File: src/rtl/uart_rx_deframer_if.sv
// rtl/uart_rx_deframer_if.sv - serial line, oversample tick, acknowledge and received-byte status
interface uart_rx_deframer_if;
  logic       clken;
  logic       rx;
  logic       rdy_clr;
  logic [7:0] data;
  logic       rdy;
  logic       ferr;
  logic       overrun;

  modport master (output clken, rx, rdy_clr, input data, rdy, ferr, overrun);
  modport slave  (input clken, rx, rdy_clr, output data, rdy, ferr, overrun);
endinterface

File: src/rtl/uart_rx_deframer.sv
// rtl/uart_rx_deframer.sv - 16x-oversampled 8N1 receiver: start validation, mid-bit sampling, stop check
module uart_rx_deframer #(
  parameter int DATA_BITS = 8
) (
  input logic              clk,
  input logic              reset,
  uart_rx_deframer_if.slave bus
);

  typedef enum logic [1:0] {IDLE, START, DATA, STOP} state_t;

  localparam logic [2:0] LAST_BIT = 3'(DATA_BITS - 1);

  state_t     state, state_n;
  logic       rx_meta, rx_s;
  logic [3:0] sample, sample_n;
  logic [2:0] bitpos, bitpos_n;
  logic [7:0] shift, shift_n;
  logic [7:0] frame_byte;
  logic       frame_ok, frame_bad;
  logic [7:0] data_r;
  logic       rdy_r, ferr_r, ovr_r;

  // Idle-high reset value keeps a freshly reset receiver from seeing a false start edge.
  always_ff @(posedge clk or posedge reset) begin
    if (reset) begin
      rx_meta <= 1'b1;
      rx_s    <= 1'b1;
    end else begin
      rx_meta <= bus.rx;
      rx_s    <= rx_meta;
    end
  end

  always_ff @(posedge clk or posedge reset) begin
    if (reset) begin
      state  <= IDLE;
      sample <= 4'd0;
      bitpos <= 3'd0;
      shift  <= 8'd0;
    end else begin
      state  <= state_n;
      sample <= sample_n;
      bitpos <= bitpos_n;
      shift  <= shift_n;
    end
  end

  always_comb begin
    state_n   = state;
    sample_n  = sample;
    bitpos_n  = bitpos;
    shift_n   = shift;
    frame_ok  = 1'b0;
    frame_bad = 1'b0;
    if (bus.clken) begin
      case (state)
        IDLE: begin
          if (!rx_s) begin
            state_n  = START;
            sample_n = 4'd1;
          end
        end
        START: begin
          // A high tick before the 8th consecutive low one is treated as a glitch.
          if (rx_s) begin
            state_n = IDLE;
          end else if (sample == 4'd7) begin
            state_n  = DATA;
            sample_n = 4'd0;
            bitpos_n = 3'd0;
          end else begin
            sample_n = sample + 4'd1;
          end
        end
        DATA: begin
          if (sample == 4'd15) begin
            sample_n        = 4'd0;
            shift_n[bitpos] = rx_s;
            if (bitpos == LAST_BIT) state_n = STOP;
            else                    bitpos_n = bitpos + 3'd1;
          end else begin
            sample_n = sample + 4'd1;
          end
        end
        STOP: begin
          // Leaving at mid stop bit gives half a bit of slack to catch a back-to-back start.
          if (sample == 4'd15) begin
            sample_n  = 4'd0;
            state_n   = IDLE;
            frame_ok  = rx_s;
            frame_bad = !rx_s;
          end else begin
            sample_n = sample + 4'd1;
          end
        end
        default: state_n = IDLE;
      endcase
    end
  end

  always_comb begin
    frame_byte                  = 8'd0;
    frame_byte[DATA_BITS-1:0]   = shift[DATA_BITS-1:0];
  end

  // A completing frame wins over the acknowledge for rdy; the acknowledge still wins for overrun.
  always_ff @(posedge clk or posedge reset) begin
    if (reset) begin
      data_r <= 8'd0;
      rdy_r  <= 1'b0;
      ferr_r <= 1'b0;
      ovr_r  <= 1'b0;
    end else if (frame_ok) begin
      data_r <= frame_byte;
      rdy_r  <= 1'b1;
      ferr_r <= 1'b0;
      ovr_r  <= bus.rdy_clr ? 1'b0 : (ovr_r | rdy_r);
    end else begin
      if (frame_bad) ferr_r <= 1'b1;
      if (bus.rdy_clr) begin
        rdy_r <= 1'b0;
        ovr_r <= 1'b0;
      end
    end
  end

  assign bus.data    = data_r;
  assign bus.rdy     = rdy_r;
  assign bus.ferr    = ferr_r;
  assign bus.overrun = ovr_r;

endmodule

File: src/flat_wrapper.sv
// flat-port wrapper written by rule: the top's interface ports become plain ports
module uart_rx_deframer_flat 
#(
  parameter int DATA_BITS = 8
)
  (clk, reset, bus_clken, bus_rx, bus_rdy_clr, bus_data, bus_rdy, bus_ferr, bus_overrun);
  uart_rx_deframer_if bus_i ();
  input logic clk;
  input logic reset;
  input wire logic [$bits(bus_i.clken)-1:0] bus_clken;
  input wire logic [$bits(bus_i.rx)-1:0] bus_rx;
  input wire logic [$bits(bus_i.rdy_clr)-1:0] bus_rdy_clr;
  output wire logic [$bits(bus_i.data)-1:0] bus_data;
  output wire logic [$bits(bus_i.rdy)-1:0] bus_rdy;
  output wire logic [$bits(bus_i.ferr)-1:0] bus_ferr;
  output wire logic [$bits(bus_i.overrun)-1:0] bus_overrun;
  assign bus_i.clken = bus_clken;
  assign bus_i.rx = bus_rx;
  assign bus_i.rdy_clr = bus_rdy_clr;
  assign bus_data = bus_i.data;
  assign bus_rdy = bus_i.rdy;
  assign bus_ferr = bus_i.ferr;
  assign bus_overrun = bus_i.overrun;
  uart_rx_deframer #(.DATA_BITS(DATA_BITS)) u_core (.clk(clk), .reset(reset), .bus(bus_i));
endmodule
File: config.mk
export PLATFORM = sky130hd
export DESIGN_NAME = uart_rx_deframer_flat
export DESIGN_NICKNAME = d
export VERILOG_FILES = /design/src/rtl/uart_rx_deframer_if.sv /design/src/rtl/uart_rx_deframer.sv /design/src/flat_wrapper.sv
export SDC_FILE = /design/constraint.sdc
export NUM_CORES = 1
export LEC_CHECK = 0
export BUFFER_PORTS_ARGS = -buffer_cell sky130_fd_sc_hd__buf_2
export CORE_MARGIN = 1
export CORE_UTILIZATION = 49
export CTS_BUF_LIST = sky130_fd_sc_hd__clkbuf_4 sky130_fd_sc_hd__clkbuf_8
export CTS_CLUSTER_DIAMETER = 40
export DETAILED_ROUTE_END_ITERATION = 8
export HOLD_SLACK_MARGIN = 0.12
export PLACE_DENSITY_LB_ADDON = 0.15
export SYNTH_ARGS = -nofsm -noshare
export SYNTH_HDL_FRONTEND = slang
export SYNTH_SLANG_ARGS = --single-unit
File: constraint.sdc
create_clock -name clk -period 1.55 [get_ports clk]
set_input_delay 0.155 -clock clk [delete_from_list [all_inputs] [get_ports clk]]
set_output_delay 0.155 -clock clk [all_outputs]
set_load 0.005 [all_outputs]
# == Word level (Yosys, flattened, before mapping) ==
# Cells that the tools add are included.
# totals
reg_bits,30
latchBits,0
ramBits,0
romBits,0
inputBits,5
out_inout_bits,11
wordCells,72
n_memories,0
# classes
n_addsub,2
n_mul,0
div,0
order_cmp,2
n_eq_ne,14
n_shift,0
n_mux,32
n_bitwise,1
n_reduce_logical,11
# op_table
cell,n
4-bit 2-to-1 mux,4
1-bit 2-to-1 mux,13
2-bit 2-to-1 mux,6
3-bit 2-to-1 mux,4
4-bit one-hot mux with 3 select lines,1
6-bit AND reduction,2
8-bit bitwise mux,1
"2-bit by 1-bit inequality test with 1-bit output, second input constant",4
2-bit one-hot mux with 4 select lines,1
"2-bit inequality test, second input constant",3
3-bit one-hot mux with 2 select lines,1
3-bit AND reduction,2
2-bit nonzero test,3
"4-bit by 1-bit adder with 4-bit output, second input constant",1
"2-bit equality test, second input constant",2
"4-bit by 3-bit equality test with 1-bit output, second input constant",1
"4-bit equality test, second input constant",1
"3-bit by 4-bit < comparator with 1-bit output, second input constant",1
"3-bit by 1-bit adder with 3-bit output, second input constant",1
1-bit demux with 3-bit select,1
"3-bit equality test, second input constant",1
"3-bit by 1-bit >= comparator with 1-bit output, second input constant",1
"3-bit by 1-bit inequality test with 1-bit output, second input constant",1
"2-bit by 1-bit equality test with 1-bit output, second input constant",1
other kinds (5),5

# == Longest topological paths before layout ==
# logic_depth
ltp_word,6
mapped_depth,5
depth_no_buf,5

# == Worst setup path before layout ==
# OpenSTA, ideal clock, no wires.
# synth_timing
kind,register to register
from,reg u_core.sample[0]
to,reg u_core.shift[2] (netlist: u_core.frame_byte[2])
setup_time_ps,125
t_arrival_ps,1503
required_ps,1425
slack_ps,-78
path_stages_with_launch,5
n_path_buf,0
synth_period_minus_slack_ps,1628
cell_sequence,dfrtp_1 > ha_1 > nand4_4 > nor4b_1 > mux2_2
# synth_via
elab_chain_len,2
# synth_rtl
element,line_no,rtl
from (decl),uart_rx_deframer.sv:16,"logic [3:0] sample, sample_n;"
from (signal assigned),uart_rx_deframer.sv:43,sample <= sample_n;
4-bit equality test,uart_rx_deframer.sv:77,if (sample == 4'd15) begin
3-bit AND reduction (no source line),--,
to (signal assigned),uart_rx_deframer.sv:45,shift <= shift_n;
to (decl),uart_rx_deframer.sv:18,"logic [7:0] shift, shift_n;"
# No other way between the ends.
# A chain may end at the register's enable or synchronous reset.

# == Worst setup path after layout ==
# layout_timing
from,reg u_core.sample[0]
to,reg u_core.shift[1] (netlist: u_core.frame_byte[1])
# Same word-level chain as after synthesis.

==> flow_summary_export.csv <==
group,metric,value,unit
synth,postSynthAreaPerCell,11.87,um^2
route,vias,1103,
synth,yosysTopAreaCellShare,49.21,%
clocking,cts_buffer_depth,2,
floorplan,die_h,55.91,um
timing,rsz0062_at_grt,"yes",
timing,hold_violations,0,
worst_setup_path,path_max_fanout,6,
synth,syn_inst,120,
floorplan,pin_count,16,
grt,grt_usage,20.64,%
layout,nFillCells,208,
placed_design,dp.cells,177,
timing,finalMaxSlewViolations,0,
route,viasPerCell,5.686,
route,antenna_left,0,
grt,grt_pass1_vias,1114,
worst_setup_path,cp.arrival,1780,ps
timing,period_share,102.6,%
timing,skew,17.00,ps
layout,stdcell_area,1899,um^2
placed_design,gp_congestion,0.7932,
layout,drive_gt1_share,49.08,%
synth,syn_nets,128,
worst_setup_path,worstSetupPathType,"flop to flop",
timing,final.setup.tns,-104.7,ps
clocking,cts_tree,"built",
placed_design,hpwl,1943,um
synth,yosysSeqAreaShare,52.90,%
timing,timing.final.crit_period,1591,ps
synth,synth_cell_types,36,
clocking,numCtsBuffers,5,
pwr,peakVddDrop,881.2,uV
synth,ys_top_cells_by_area,"dfrtp_1, mux2_2, dfstp_2, o21ai_0, ha_1",
grt,grt_overflow_total,0,
worst_setup_path,crit_path_end_kind,"flop",
placed_design,numPortBuffers,15,
placed_design,placed_area,1643,um^2
clocking,h-tree-depth,2,
synth,yosysTopAreaCell,"dfrtp_1",
timing,max_freq,0.6285,GHz
clocking,clk_latency,320,ps
outcome,status,"finished with violations",
floorplan,start_util,51.63,%
floorplan,dieArea,3125,um^2
grt,grt_pass1_wl,5092,um
floorplan,die_w,55.91,um
layout,syn2layout_area_growth,33.39,%
grt,grt_max_degree,31,
placed_design,preCtsSetupSlack,-54.52,ps
run,drv_cap,0,
clocking,root_buffer,"clkbuf_4",
synth,netlist_area,1424,um^2
route,drt-total-wl,3012,um
route,drc,0,
timing,tightest_slew,421.9,ps
layout,n_antenna_cell,0,
worst_setup_path,startpoint_type,"flop",
outcome,violations,"setup timing",
clocking,cts.clk_slew.worst_paths,80,ps
timing,hold_slack,223.7,ps
worst_setup_path,cp.required,1740,ps
synth,yosysWarnings,0,
route,drtIter0Drc,21,
timing,relSlewSlack,71.88,%
pwr,power_density,1197,nW/um^2
clocking,cts.sinks,30,
pwr,p_leak,0.9378,nW
timing,setup_violations,6,
floorplan,row_count,19,
grt,antenna_found_initial,0,
timing,timing.final.ws_setup,-40.98,ps
layout,nNetsFinal,170,
synth,ys_ff_latch,30,
layout,layout.cells.non_filler,194,
worst_hold_path,worstHoldPathType,"input pin to flop",
route,routedWlPerCell,15.53,um
route,drt-pass1-iter-count,4,
floorplan,core,2758,um^2
==> what timing repair did <==
item	CTS	global route
hold buffers	3	0
gates cloned	0	1
pin swaps	2	3
setup endpoints to repair	3	18
hold endpoints to repair	31	0
gates resized for setup	5	13
setup buffers	0	5
==> through the flow <==
stage | total power, W | utilization, %
floorplan | 0.001361 | -
global placement | 0.001560 | 59.57
detailed placement | 0.001578 | 59.57
CTS | 0.002250 | 64.79
global route | 0.002427 | 68.87
finish | 0.002273 | 68.87
==> layer usage <==
layer	vias up	share of wire, %	track usage, %
met4	0	0.56	5.226
met3	2	3.8	5.116
met2	27	48	33.39
met1	540	48	28.13
met5	-	0	0
li1	534	-	-
==> flip-flops by register name, summed over array words and instances, names as in the netlist, named ones only <==
name                flops
u_core.frame_byte       8
u_core.rx_meta          1
u_core.sample           4
u_core.bus.ferr         1
u_core.bus.data         8
u_core.bus.overrun      1
u_core.bus.rdy          1
u_core.bitpos           3
u_core.state            1
u_core.rx_s             1
==> cells in the final DEF, fill, tap and decap left out, types with 2 or more instances in the layout <==
master and n:
dfrtp_1 28, buf_4 21, buf_2 15, mux2_2 13, o21ai_0 9, inv_1 7, nand2_1 7, clkbuf_4 6
a31oi_1 4, and3_1 3, mux2_4 3, a22o_1 3, dlygate4sd3_1 3, nand2_4 2, nor4_1 2, nor2b_1 2
o21ai_2 2, nand3_1 2, o31ai_1 2, ha_4 2, dfstp_2 2
==> synth_stat cells <==
cell type / instances
dfrtp_1: 28
mux2_2: 16
o21ai_0: 9
inv_1: 7
nand2_1: 7
a31oi_1: 4
buf_2: 4
nor4_1: 4
a22o_1: 3
and3_1: 3
ha_1: 3
dfstp_2: 2
nand3_1: 2
nor2b_1: 2
nor3_1: 2
nor4b_1: 2
o21ai_1: 2
o31ai_1: 2
a21oi_1: 1
a221o_1: 1
a2bb2oi_1: 1
a311oi_1: 1
a41o_1: 1
and2b_1: 1
and3_2: 1
and4_2: 1
buf_4: 1
nand2_4: 1
nand2b_1: 1
nand4_4: 1
nor2_1: 1
nor3_4: 1
nor3b_1: 1
o2111ai_1: 1
o311ai_0: 1
or2_2: 1
==> layout make-up <==
cell class,count,area (um^2),share of cell area [%]
multi-input combinational,79,729.5,38.41
timing repair buffer,39,262.8,13.83
clock buffer,7,58.81,3.096
sequential,30,753.2,39.66
tap,31,38.79,2.042
inverter,7,26.28,1.383
clock inverter,1,30.03,1.581
==> worst max-delay path: stages, from the launching register on <==
cell	delay, ps
dfrtp_1	400
ha_4	190
nand4_4	180
nor4_1	340
mux2_2	380
==> final timing paths <==
| path | startpoint | end | slack, ps | depth (start not counted) |
|---|---|---|---|---|
| worst max-delay path | u_core.sample[0] | u_core.frame_byte[1] | -40 | 4 |
| worst min-delay path | bus_clken | u_core.state[0] | 220 | 2 |
| worst max register to register | u_core.sample[0] | u_core.frame_byte[1] | -40 | 4 |
| worst min register to register | u_core.rx_meta | u_core.rx_s | 360 | 0 |
| max in group asynchronous | reset | u_core.rx_s | 780 | 4 |
| min in group asynchronous | reset | u_core.frame_byte[4] | 440 | 4 |
==> logic make-up after synthesis <==
| family | after synthesis | share of synthesized area [%] |
|---|---|---|
| AO/OA/AOI/OAI | 27 | 12.74 |
| AND/OR/NAND/NOR | 32 | 15.29 |
| multiplexers | 16 | 12.65 |
| flip-flops | 30 | 52.90 |
| adder cells (fa/ha/maj) | 3 | 2.636 |
| buffers and inverters | 12 | 3.779 |
==> where the power goes <==
| group | switching (W) | internal (W) | leakage (nW) |
|---|---|---|---|
| clock network | 0.000245 | 0.000403 | 0.0489 |
| logic | 0.000377 | 0.000322 | 0.484 |
| registers | 0.0000704 | 0.000855 | 0.405 |
| total | 0.000693 | 0.00158 | 0.938 |
Note: power is estimated with default switching activity, not from simulation.
